**src/rtl/vga_rx_monitor.sv**
```systemverilog
// Receive-side VGA monitor: recovers pixel coordinates, checks line/frame geometry
// against RES_H x RES_V, accumulates a per-frame checksum and tracks lock state.
module vga_rx_monitor #(
  parameter int   RES_H        = 640,
  parameter int   RES_V        = 480,
  parameter logic HSYNC_ACTIVE = 1'b0,
  parameter logic VSYNC_ACTIVE = 1'b0
) (
  input  logic        clk_pixel,
  input  logic        arst,
  input  logic        hsync,
  input  logic        vsync,
  input  logic        data_enable,
  input  logic [7:0]  vga_in,
  output logic [9:0]  pixel_x,
  output logic [9:0]  pixel_y,
  output logic [7:0]  pixel_data,
  output logic        pixel_valid,
  output logic        frame_done,
  output logic        frame_ok,
  output logic [15:0] frame_checksum,
  output logic        locked,
  output logic        err_line_len,
  output logic        err_frame,
  output logic        err_sync,
  output logic [7:0]  err_count
);

  typedef enum logic [1:0] {SEARCH, TRACK, LOCKED} state_t;

  localparam logic [10:0] RES_H_W = 11'(RES_H);
  localparam logic [9:0]  RES_V_W = 10'(RES_V);

  function automatic logic [9:0] inc_sat10(input logic [9:0] v);
    return (v == 10'h3FF) ? v : v + 10'd1;
  endfunction

  function automatic logic [10:0] inc_sat11(input logic [10:0] v);
    return (v == 11'h7FF) ? v : v + 11'd1;
  endfunction

  function automatic logic [15:0] cksum_step(input logic [15:0] acc, input logic [7:0] pix);
    return {acc[14:0], acc[15]} ^ {8'h00, pix};
  endfunction

  function automatic logic [7:0] add_sat8(input logic [7:0] c, input logic [1:0] n);
    logic [8:0] s;
    s = {1'b0, c} + {7'b0, n};
    return s[8] ? 8'hFF : s[7:0];
  endfunction

  state_t      state_q, state_d;
  logic        hsync_q, hsync_d, vsync_q, vsync_d, de_q, de_d;
  logic [7:0]  vga_in_q, vga_in_d;
  logic        vsync_prev_q, vsync_prev_d, de_prev_q, de_prev_d;
  logic [9:0]  pixel_x_q, pixel_x_d, pixel_y_q, pixel_y_d;
  logic [10:0] run_cnt_q, run_cnt_d;
  logic [7:0]  pixel_data_q, pixel_data_d;
  logic        pixel_valid_q, pixel_valid_d;
  logic [15:0] acc_q, acc_d, frame_checksum_q, frame_checksum_d;
  logic        frame_done_q, frame_done_d, frame_ok_q, frame_ok_d;
  logic        err_line_len_q, err_line_len_d, err_frame_q, err_frame_d;
  logic        err_sync_q, err_sync_d, err_seen_q, err_seen_d;
  logic [7:0]  err_count_q, err_count_d;

  logic        hs_act, vs_act, vs_act_prev, vs_edge, de_rise, de_fall, active;
  logic [9:0]  lines_eff;
  logic [1:0]  err_n;

  always_comb begin
    hsync_d          = hsync;
    vsync_d          = vsync;
    de_d             = data_enable;
    vga_in_d         = vga_in;
    vsync_prev_d     = vsync_q;
    de_prev_d        = de_q;
    pixel_x_d        = pixel_x_q;
    run_cnt_d        = run_cnt_q;
    frame_ok_d       = frame_ok_q;
    frame_checksum_d = frame_checksum_q;
    state_d          = state_q;

    hs_act      = (hsync_q == HSYNC_ACTIVE);
    vs_act      = (vsync_q == VSYNC_ACTIVE);
    vs_act_prev = (vsync_prev_q == VSYNC_ACTIVE);
    vs_edge     = vs_act & ~vs_act_prev;
    de_rise     = de_q & ~de_prev_q;
    de_fall     = ~de_q & de_prev_q;
    active      = (state_q != SEARCH);

    pixel_valid_d = de_q & active;
    pixel_data_d  = vga_in_q;
    if (de_q) begin
      pixel_x_d = de_rise ? 10'd0 : inc_sat10(pixel_x_q);
      run_cnt_d = de_rise ? 11'd1 : inc_sat11(run_cnt_q);
    end

    // A line ending on the same cycle as the vsync edge still counts toward this frame.
    lines_eff = de_fall ? inc_sat10(pixel_y_q) : pixel_y_q;
    pixel_y_d = vs_edge ? 10'd0 : lines_eff;

    err_line_len_d = active & de_fall & (run_cnt_q != RES_H_W);
    err_sync_d     = active & de_q & (hs_act | vs_act);
    err_frame_d    = active & vs_edge & (lines_eff != RES_V_W);
    err_n          = {1'b0, err_line_len_d} + {1'b0, err_sync_d} + {1'b0, err_frame_d};
    err_count_d    = add_sat8(err_count_q, err_n);
    err_seen_d     = vs_edge ? 1'b0 : (err_seen_q | err_line_len_d | err_sync_d);

    acc_d = acc_q;
    if (vs_edge)            acc_d = 16'h0000;
    else if (pixel_valid_d) acc_d = cksum_step(acc_q, vga_in_q);

    frame_done_d = active & vs_edge;
    if (frame_done_d) begin
      frame_ok_d       = (lines_eff == RES_V_W) & ~err_seen_q & ~err_line_len_d & ~err_sync_d;
      frame_checksum_d = acc_q;
    end

    // Lock decisions follow the registered pulses, so they take effect one cycle later.
    case (state_q)
      SEARCH:  if (vs_edge) state_d = TRACK;
      TRACK:   if (frame_done_q & frame_ok_q) state_d = LOCKED;
      LOCKED:  if (err_line_len_q | err_sync_q | err_frame_q) state_d = TRACK;
      default: state_d = SEARCH;
    endcase
  end

  always_ff @(posedge clk_pixel) begin
    if (arst) begin
      state_q          <= SEARCH;
      hsync_q          <= 1'b0;
      vsync_q          <= 1'b0;
      de_q             <= 1'b0;
      vga_in_q         <= 8'h00;
      vsync_prev_q     <= 1'b0;
      de_prev_q        <= 1'b0;
      pixel_x_q        <= 10'd0;
      pixel_y_q        <= 10'd0;
      run_cnt_q        <= 11'd0;
      pixel_data_q     <= 8'h00;
      pixel_valid_q    <= 1'b0;
      acc_q            <= 16'h0000;
      frame_checksum_q <= 16'h0000;
      frame_done_q     <= 1'b0;
      frame_ok_q       <= 1'b0;
      err_line_len_q   <= 1'b0;
      err_frame_q      <= 1'b0;
      err_sync_q       <= 1'b0;
      err_seen_q       <= 1'b0;
      err_count_q      <= 8'h00;
    end else begin
      state_q          <= state_d;
      hsync_q          <= hsync_d;
      vsync_q          <= vsync_d;
      de_q             <= de_d;
      vga_in_q         <= vga_in_d;
      vsync_prev_q     <= vsync_prev_d;
      de_prev_q        <= de_prev_d;
      pixel_x_q        <= pixel_x_d;
      pixel_y_q        <= pixel_y_d;
      run_cnt_q        <= run_cnt_d;
      pixel_data_q     <= pixel_data_d;
      pixel_valid_q    <= pixel_valid_d;
      acc_q            <= acc_d;
      frame_checksum_q <= frame_checksum_d;
      frame_done_q     <= frame_done_d;
      frame_ok_q       <= frame_ok_d;
      err_line_len_q   <= err_line_len_d;
      err_frame_q      <= err_frame_d;
      err_sync_q       <= err_sync_d;
      err_seen_q       <= err_seen_d;
      err_count_q      <= err_count_d;
    end
  end

  assign pixel_x        = pixel_x_q;
  assign pixel_y        = pixel_y_q;
  assign pixel_data     = pixel_data_q;
  assign pixel_valid    = pixel_valid_q;
  assign frame_done     = frame_done_q;
  assign frame_ok       = frame_ok_q;
  assign frame_checksum = frame_checksum_q;
  assign locked         = (state_q == LOCKED);
  assign err_line_len   = err_line_len_q;
  assign err_frame      = err_frame_q;
  assign err_sync       = err_sync_q;
  assign err_count      = err_count_q;

endmodule

```
**config.mk**
```make
export PLATFORM = sky130hd
export DESIGN_NAME = vga_rx_monitor
export DESIGN_NICKNAME = d
export VERILOG_FILES = /design/src/rtl/vga_rx_monitor.sv
export SDC_FILE = /design/constraint.sdc
export NUM_CORES = 1
export LEC_CHECK = 0
export ABC_AREA = 1
export ABC_CLOCK_PERIOD_IN_PS = 4200
export CORE_ASPECT_RATIO = 1.2
export CORE_UTILIZATION = 51
export DETAILED_ROUTE_END_ITERATION = 8
export PLACE_DENSITY = 0.76
export SETUP_SLACK_MARGIN = 0.15
export SLEW_MARGIN = 25
export SYNTH_ARGS = -nofsm -noshare
export SYNTH_HDL_FRONTEND = slang
export SYNTH_SLANG_ARGS = --single-unit
```
**constraint.sdc**
```tcl
create_clock -name clk_pixel -period 4.2 [get_ports clk_pixel]
set_input_delay 0.63 -clock clk_pixel [delete_from_list [all_inputs] [get_ports clk_pixel]]
set_output_delay 0.63 -clock clk_pixel [all_outputs]
set_load 0.005 [all_outputs]
```
**After elaboration in Yosys (flattened, before gate mapping)**

Cells that the tools add are included.

- RAM bits: 0
- Bits in registers: 101
- Input bits: 13
- Latch bits: 0
- Output and inout port bits: 59
- Memories kept: 0
- Bits in read-only memories: 0

- Multiplexer cells: 11
- $mul: 0
- $lt $le $gt $ge: 0
- Eq/ne operators: 13
- Bitwise operators: 26
- Add/sub/neg operators: 6
- Reductions and logical operators: 6
- Shift-type cells: 0
- Div/mod/pow operators: 0

Operators with widths:

| cell | number |
|---|---|
| 10-bit 2-to-1 mux | 4 |
| 11-bit 2-to-1 mux | 2 |
| 10-bit by 1-bit adder with 10-bit output (second input constant) | 2 |
| 10-bit equality test (second input constant) | 2 |
| 16-bit by 8-bit XOR with 16-bit output | 1 |
| 1-bit bitwise AND | 13 |
| 11-bit by 1-bit adder with 11-bit output (second input constant) | 1 |
| 11-bit equality test (second input constant) | 1 |
| 11-bit by 10-bit inequality test with 1-bit output (second input constant) | 1 |
| 10-bit by 9-bit equality test with 1-bit output (second input constant) | 1 |
| 10-bit by 9-bit inequality test with 1-bit output (second input constant) | 1 |
| 8-bit by 2-bit adder with 9-bit output | 1 |
| 8-bit 2-to-1 mux | 1 |
| 2-bit inequality test (second input constant) | 4 |
| 1-bit NOT | 7 |
| 2-bit 2-to-1 mux | 3 |
| 2-bit one-hot mux with 3 select lines | 1 |
| 1-bit OR | 5 |
| 2-bit AND reduction | 2 |
| 3-bit AND reduction | 1 |
| 1-bit by 1-bit adder with 2-bit output | 1 |
| 2-bit by 1-bit adder with 2-bit output | 1 |
| 2-bit by 1-bit equality test with 1-bit output (second input constant) | 1 |
| 2-bit equality test (second input constant) | 1 |
| other kinds (4) | 4 |

**Longest topological paths before layout**

Gate-level depths: netlist (run 1).

- Depth after elaboration: 8
- Depth in mapped cells: 20
- Depth with buffers taken out: 20

**Worst setup path before layout (run 1)**

No wires, ideal clock.

- Kind: register to register
- From: reg run_cnt_q[0]
- To: reg err_count_q[2], in the netlist err_count[2]
- Cell stages (with the launch flop): 15
- Library setup time: 70 ps
- Arrival: 2,732 ps
- Data required time: 4,130 ps
- Slack: 1,398 ps
- Cells stage by stage: dfxtp_1 > inv_1 > ha_1 > nand4_1 > o21ai_0 > fa_1 > inv_1 > ha_1 > fa_1 > nand3_1 > nor3b_1 > nand2_1 > nor2_1 > inv_1 > a21oi_1

- Word-level cells in the longest chain between the ends: 6

RTL lines:

| item | line | RTL |
|---|---|---|
| start, declared | 57 | `logic [10:0] run_cnt_q, run_cnt_d;` |
| start signal, assigned | 161 | `run_cnt_q <= run_cnt_d;` |
| 11-bit by 10-bit inequality test with 1-bit output | 102 | `err_line_len_d = active & de_fall & (run_cnt_q != RES_H_W);` |
| 1-bit bitwise AND | 102 |  |
| 1-bit by 1-bit adder with 2-bit output | 105 | `err_n = {1'b0, err_line_len_d} + {1'b0, err_sync_d} + {1'b0, err_frame_d};` |
| 2-bit by 1-bit adder with 2-bit output | 105 |  |
| 8-bit by 2-bit adder with 9-bit output | 48 | `s = {1'b0, c} + {7'b0, n};` |
| 8-bit 2-to-1 mux | 49 | `return s[8] ? 8'hFF : s[7:0];` |
| end signal, assigned | 172 | `err_count_q <= err_count_d;` |
| end, declared | 64 | `logic [7:0] err_count_q, err_count_d;` |

No other way between the ends.
A chain may end at the register's enable or synchronous reset.

**Worst setup path after layout (run 1)**

- From: reg de_prev_q
- To: reg err_count_q[2], in the netlist err_count[2]

- Word-level cells in the longest chain between the ends: 7

RTL lines:

| item | line | RTL |
|---|---|---|
| start, declared | 55 | `logic vsync_prev_q, vsync_prev_d, de_prev_q, de_prev_d;` |
| start signal, assigned | 158 | `de_prev_q <= de_prev_d;` |
| 1-bit bitwise AND * | 88 | `de_fall = ~de_q & de_prev_q;` |
| 10-bit 2-to-1 mux or 1-bit bitwise AND (tied branches) | 99, 102 |  |
| 10-bit by 9-bit inequality test with 1-bit output or 1-bit bitwise AND (tied branches) | 104, 102 |  |
| 1-bit bitwise AND or 1-bit by 1-bit adder with 2-bit output (tied branches) | 104, 105 |  |
| 2-bit by 1-bit adder with 2-bit output * | 105 |  |
| 8-bit by 2-bit adder with 9-bit output * | 48 |  |
| 8-bit 2-to-1 mux * | 49 |  |

Every way passes the cells marked *; elsewhere a longest branch is shown, timed or not.

==> reports/qor.csv, run 1 <==
metric,value,unit
mean routed wirelength per cell,12.9,um
CTS tree,built,
crit path time final,3.28,ns
final worst-path cycle share,0.782,
total clock sinks,101,
Final Setup Violations,0,
diode count,0,
Final #Nets,639,
Total GRT Usage,0.231,
prevailing post-synth register cell,dfxtp_1,
P_leak,2.17,nW
"Reg clk slew, reported paths",0.10,ns
RSZ-0062 raised after global routing,false,
Cell Pwr Density,375,nW/um2
Post-Synthesis Cells,548,
drt initial violations,201,
router iterations before antenna repair,7,
placed cells,699,
"Seq/Total Area, Yosys",0.485,
initial antenna violation count,0,
Detail Placement HPWL,6550,um
footprint of the multi-input gates,1750,um2
number of synthesized flops with an enable pin,0,
layout cells sized above 1,0.0530,
Area Growth Syn to Fin,22.7,%
worst vdd ir,0.000271,V
Post-CTS Resized,0,
routed wire length,9250,um
Overall Power,1.92,mW
Pins Over Slew Limit,0,
gpl congestion,0.838,
row count,35,
Mapped Nets,569,
CTS Root Cell,clkbuf_8,
starting density of the core,0.535,
drc violations,4,
DRT antenna net count,0,
Die Span X,84.6,um
worst-path fanout max,18,
Worst-Skew Late Latency,0.37,ns
final setup TNS,0,ns
dpl cell area,4930,um2
number of hold buffers added after cts,0,
via count,3676,
die area,8550,um2
CTS Buffer Depth,2,
WP data required,4.50,ns
Slew @ Worst Pin,0.814,ns
CORE AREA,7790,um2
buffer count from post-CTS setup fixing,0,
worst setup path class,reg -> reg,
grt ovf,0,
vias in the first global route,3564,
Worst Setup End Kind,register,
final instance area,5120,um2
final hold vios,0,
syn avg cell area,7.61,um2
CTS buffer count,9,
Synth Register Bits,101,
Port Buffers,71,
pin count of the biggest net entering global routing,40,
Worst slew margin,0.455,
CP startpoint kind,register,
max frequency,304,MHz
Max Cap Viol,0,
drt via density,5.14,
global-route wire length before repair,15600,um
failing checks,design-rule violations,
synth warn,0,
"top cells by area, synth","dfxtp_1, nor2_1, inv_1",
Yosys top cell area share,0.485,
Post-synth ARST share,0,
Die H,101,um
Fin Hold WS,0.447,ns
Reg area,2020,um2
fill cell count,684,
Hold Path Class,reg -> reg,
Post-Route Skew,0.0140,ns
critical path data arrival time,3.59,ns
Non-Filler Instances,715,
outcome,"finished, violations left",
H-tree depth,3,
IO Pins,72,
cell taking the most area after synthesis,dfxtp_1,
library cells used by synthesis,37,
Post-Syn Area,4170,um2
synth_stat cells (4+ instances only):
| cell | count |
|---|---|
| ha_1 | 6 |
| xor2_1 | 6 |
| inv_1 | 79 |
| xnor2_1 | 4 |
| nor2_2 | 4 |
| a21oi_1 | 30 |
| a211oi_1 | 5 |
| clkbuf_1 | 6 |
| buf_2 | 4 |
| nand2_1 | 67 |
| nor2_1 | 112 |
| nand4_1 | 10 |
| dfxtp_1 | 101 |
| nor3_1 | 7 |
| o21ai_0 | 45 |
| nand3_1 | 29 |
registers in the layout (all words and copies together), names as in the netlist, 2 cells and up:
register,count
acc_q,16
run_cnt_q,11
pixel_data_d,8
err_count,8
state_q,2
frame_checksum,16
pixel_x,10
pixel_data,8
pixel_y,10
cell type report:
type	instances	area share
Tap cell	92	0.0225
Timing Repair Buffer	74	0.143
Multi-Input combinational cell	349	0.341
Inverter	83	0.0609
Clock buffer	10	0.0269
Clock inverter	6	0.0105
Sequential cell	101	0.395
critical path, cell delays in order (launching register included):
cell     delay (ns)
dfxtp_1        0.49
inv_2          0.11
nor2_8         0.22
inv_1          0.09
nor2_1         0.10
o21ai_0        0.21
fa_1           0.52
inv_1          0.07
ha_1           0.17
fa_1           0.21
nand3_1        0.12
nor3b_1        0.38
nand2_1        0.09
nor2_1         0.20
inv_1          0.11
a21oi_1        0.14
stage by stage:
| step | util | setup slack [ns] |
|---|---|---|
| 2_1_floorplan | - | 1.40 |
| 3_3_place_gp | 0.632 | 1.06 |
| 3_5_place_dp | 0.632 | 0.921 |
| 4_1_cts | 0.657 | 0.896 |
| 5_1_grt | 0.657 | 0.495 |
| 6_report | 0.657 | 0.915 |
where the power goes:
part           internal [mW]  switching, mW  total [mW]
Combinational          0.116          0.151       0.267
Clock                  0.242          0.353       0.595
Sequential              1.02         0.0408        1.06
cells by family (layout without fill, tap and decap cells):
family	after synthesis	in the layout	synth area share
adder cells (fa/ha/maj)	8	8	0.0276
AO/OA/AOI/OAI	89	89	0.116
flip-flops	101	101	0.485
buffers and inverters	98	173	0.0969
AND/OR/NAND/NOR	242	242	0.254
XOR/XNOR	10	10	0.0210
metal layers:
metal	vias to the layer above	routed length, um	GRT usage
met1	1673	3990	0.254
met4	0	229	0.120
met5	-	0	0
met2	101	4600	0.423
met3	20	435	0.0450
li1	1882	-	-
cells in the final DEF (no fill, tap or decap):
master           netlist  layout
a211oi_1               5       5
a21oi_1               30      30
a21oi_2                1       1
a311oi_1               3       3
a31oi_1                3       3
and2_1                 2       2
and3_1                 1       1
buf_4                  1       3
clkbuf_8               2      10
clkdlybuf4s50_1        0      71
clkinv_1               1       1
clkinv_4               0       2
clkinvlp_4             0       1
dfxtp_1              101     101
fa_1                   2       2
ha_1                   6       6
inv_1                 79      79
inv_2                  3       3
inv_6                  0       2
inv_8                  0       1
nand2_1               67      67
nand2_2                1       1
nand2_4                1       1
nand3_1               29      29
nand3b_1               2       2
nand4_1               10      10
nor2_1               112     112
nor2_2                 4       4
nor2_4                 3       3
nor2_8                 1       1
nor3_1                 7       7
nor3b_1                1       1
nor4_1                 1       1
o211a_1                1       1
o21ai_0               45      45
o21bai_1               1       1
xnor2_1                4       4
xor2_1                 6       6
worst paths after layout:
kind	slack, ns	cells after the start	startpoint	endpoint
worst min register to register	0.45	2	pixel_data_d[5]	pixel_data[5]
worst max-delay path	0.92	15	de_prev_q	err_count[2]
worst min-delay path	0.45	2	pixel_data_d[5]	pixel_data[5]
worst max register to register	0.92	15	de_prev_q	err_count[2]
Power figures use the tool's default switching activity.
==> run 2, diff against run 1 <==
- ABC_CLOCK_PERIOD_IN_PS: 4200 -> 2770
- CORE_UTILIZATION: 51 -> 47
- PLACE_DENSITY: 0.76 -> 0.74
- clock period: 4.2 -> 2.77 ns (I/O delays scaled with it)
==> run 2 against run 1 <==
Combinational power is 66% higher. Cell count is 7.7% higher. Critical endpoint is now err_count[7]. Worst setup slack worse by 0.87 ns. Sequential power is 51% higher. Total power is 55% higher. Fmax is 21% higher. Register-to-register slack worse by 0.87 ns. The run now ends clean. Wire length is 8.9% higher. Global-route usage is 0.21 points lower. Highest routed layer unchanged. Non-clock buffer count is 29 higher. Via count is 4.9% higher.
==> reports/qor.csv, run 2 (synthesis gave the netlist of run 1 again) <==
metric,value,unit
outcome,"finished, final reports clean",
Hold Path Class,reg -> reg,
Total GRT Usage,0.229,
R2R setup slack,0.05,ns
final hold vios,0,
Detail Placement HPWL,6850,um
Logic pwr share,0.149,
Pins Over Slew Limit,0,
hold_sp,pixel_data_d[5],
CTS Buffer Depth,2,
via count,3856,
Switching Power,0.855,mW
gpl congestion,0.829,
P_int,2.12,mW
P_leak,2.37,nW
Worst-Skew Late Latency,0.37,ns
Sw Ratio,0.287,
crit path time final,2.72,ns
R2R cell count,18,
Worst Setup End Kind,register,
Max Cap Viol,0,
IO Pins,72,
WP data required,3.03,ns
pin count of the biggest net entering global routing,35,
Post-Route Skew,0.0150,ns
"Reg clk slew, reported paths",0.11,ns
DRT antenna net count,0,
footprint of the multi-input gates,1920,um2
worst-path fanout max,5,
worst setup path class,reg -> reg,
drc violations,0,
Cell Pwr Density,535,nW/um2
routed wire length,10100,um
worst hold path endpoint,pixel_data[5],
worst r2r src,pixel_y[1],
CTS Root Cell,clkbuf_8,
number of hold buffers added after cts,0,
Port Buffers,71,
CTS buffer count,9,
die area,9260,um2
worst vdd ir,0.000289,V
total clock sinks,101,
part of the power in registers,0.539,
Die H,105,um
PnR worst setup slack,0.0458,ns
WL met3,475,um
layout cells sized above 1,0.162,
most frequent cells in the layout,"nor2_1, dfxtp_1, inv_1",
met2 WL,5150,um
critical path data arrival time,2.98,ns
max frequency,367,MHz
starting density of the core,0.484,
drt initial violations,144,
Fin Hold WS,0.453,ns
Area Growth Syn to Fin,33.5,%
Reg area,2040,um2
drt via density,5.01,
router iterations before antenna repair,4,
Worst slew margin,0.581,
mean routed wirelength per cell,13.1,um
Clock power frac,0.313,
diode count,0,
grt ovf,0,
DRT met1 WL,4120,um
max layer used,met4,
Overall Power,2.98,mW
"most common cell after layout, fill and taps aside",nor2_1,
global-route wire length before repair,16600,um
row count,37,
Final Setup Violations,0,
CP startpoint kind,register,
CORE AREA,8610,um2
fill cell count,730,
final worst-path cycle share,0.983,
Slew @ Worst Pin,0.628,ns
RSZ-0062 raised after global routing,true,
H-tree depth,3,
CTS tree,built,
Die Span X,88,um
Final #Nets,669,
pre-CTS setup slack,-0.103,ns
initial antenna violation count,0,
utilization after layout,0.647,
Worst Hold Depth,2,
vias in the first global route,3778,
worst r2r dst,err_count[7],
run 2: cell count changes in the layout (fill, tap and decap cells not counted), sizes merged:
cell	previous run	this run
nand2	69	70
buf	3	32
run 2: worst max-delay path by stage:
stage,startpoint,end,slack (ns)
after global routing,pixel_y[0],err_count[7],-0.1
after CTS,pixel_y[1],err_count[2],0.1
final,pixel_y[1],err_count[7],0.05
after floorplan,pixel_y[0],err_count[5],0.16
after detailed placement,pixel_y[1],err_count[2],-0.10
after global placement,pixel_y[0],err_count[5],0.02
run 2: area by class of cell:
| type | instances | area share |
|---|---|---|
| Multi-Input combinational cell | 350 | 0.345 |
| Clock inverter | 6 | 0.0115 |
| Timing Repair Buffer | 103 | 0.171 |
| Inverter | 83 | 0.0559 |
| Tap cell | 117 | 0.0263 |
| Sequential cell | 101 | 0.366 |
| Clock buffer | 10 | 0.0247 |
run 2: through the flow:
step | cells | area [um2] | setup TNS (ns)
3_3_place_gp | 742 | 5110 | 0
2_1_floorplan | 548 | 4180 | 0
3_5_place_dp | 742 | 5110 | -0.446
4_1_cts | 764 | 5440 | 0
6_report | 770 | 5570 | 0
5_1_grt | 770 | 5570 | -0.456
run 2: worst max-delay path: stages, from the launching register on:
cell	delay (ns)
dfxtp_2	0.36
ha_4	0.15
nand2_4	0.07
nor2_4	0.17
nand2_4	0.10
nand3_1	0.13
nand2_2	0.08
nor2_1	0.10
nand2_1	0.07
nor2_2	0.11
and2_4	0.17
nor2_2	0.04
ha_2	0.19
fa_2	0.37
nand3_4	0.11
nor3b_4	0.05
buf_4	0.14
nor3_4	0.17
a211oi_2	0.04
run 2: metal layers:
layer,vias up,track usage
met5,-,0
met4,0,0.111
met1,1769,0.256
met2,112,0.405
met3,32,0.0458
li1,1943,-
run 2: timing repair:
| item | CTS | global route |
|---|---|---|
| setup buffers | 5 | 6 |
| endpoints found under the hold margin | 0 | 0 |
| endpoints found under the setup margin | 8 | 8 |
| gates cloned | 1 | 0 |
| pin swaps | 12 | 19 |
| resized for setup | 28 | 25 |
run 2: power by group through the flow:
stage	clock, mW	sequential, mW	combinational (mW)
floorplan	0	1.63	0.254
global placement	0	1.63	0.422
detailed placement	0	1.64	0.433
CTS	0.942	1.60	0.442
global route	1.01	1.62	0.499
finish	0.931	1.60	0.443
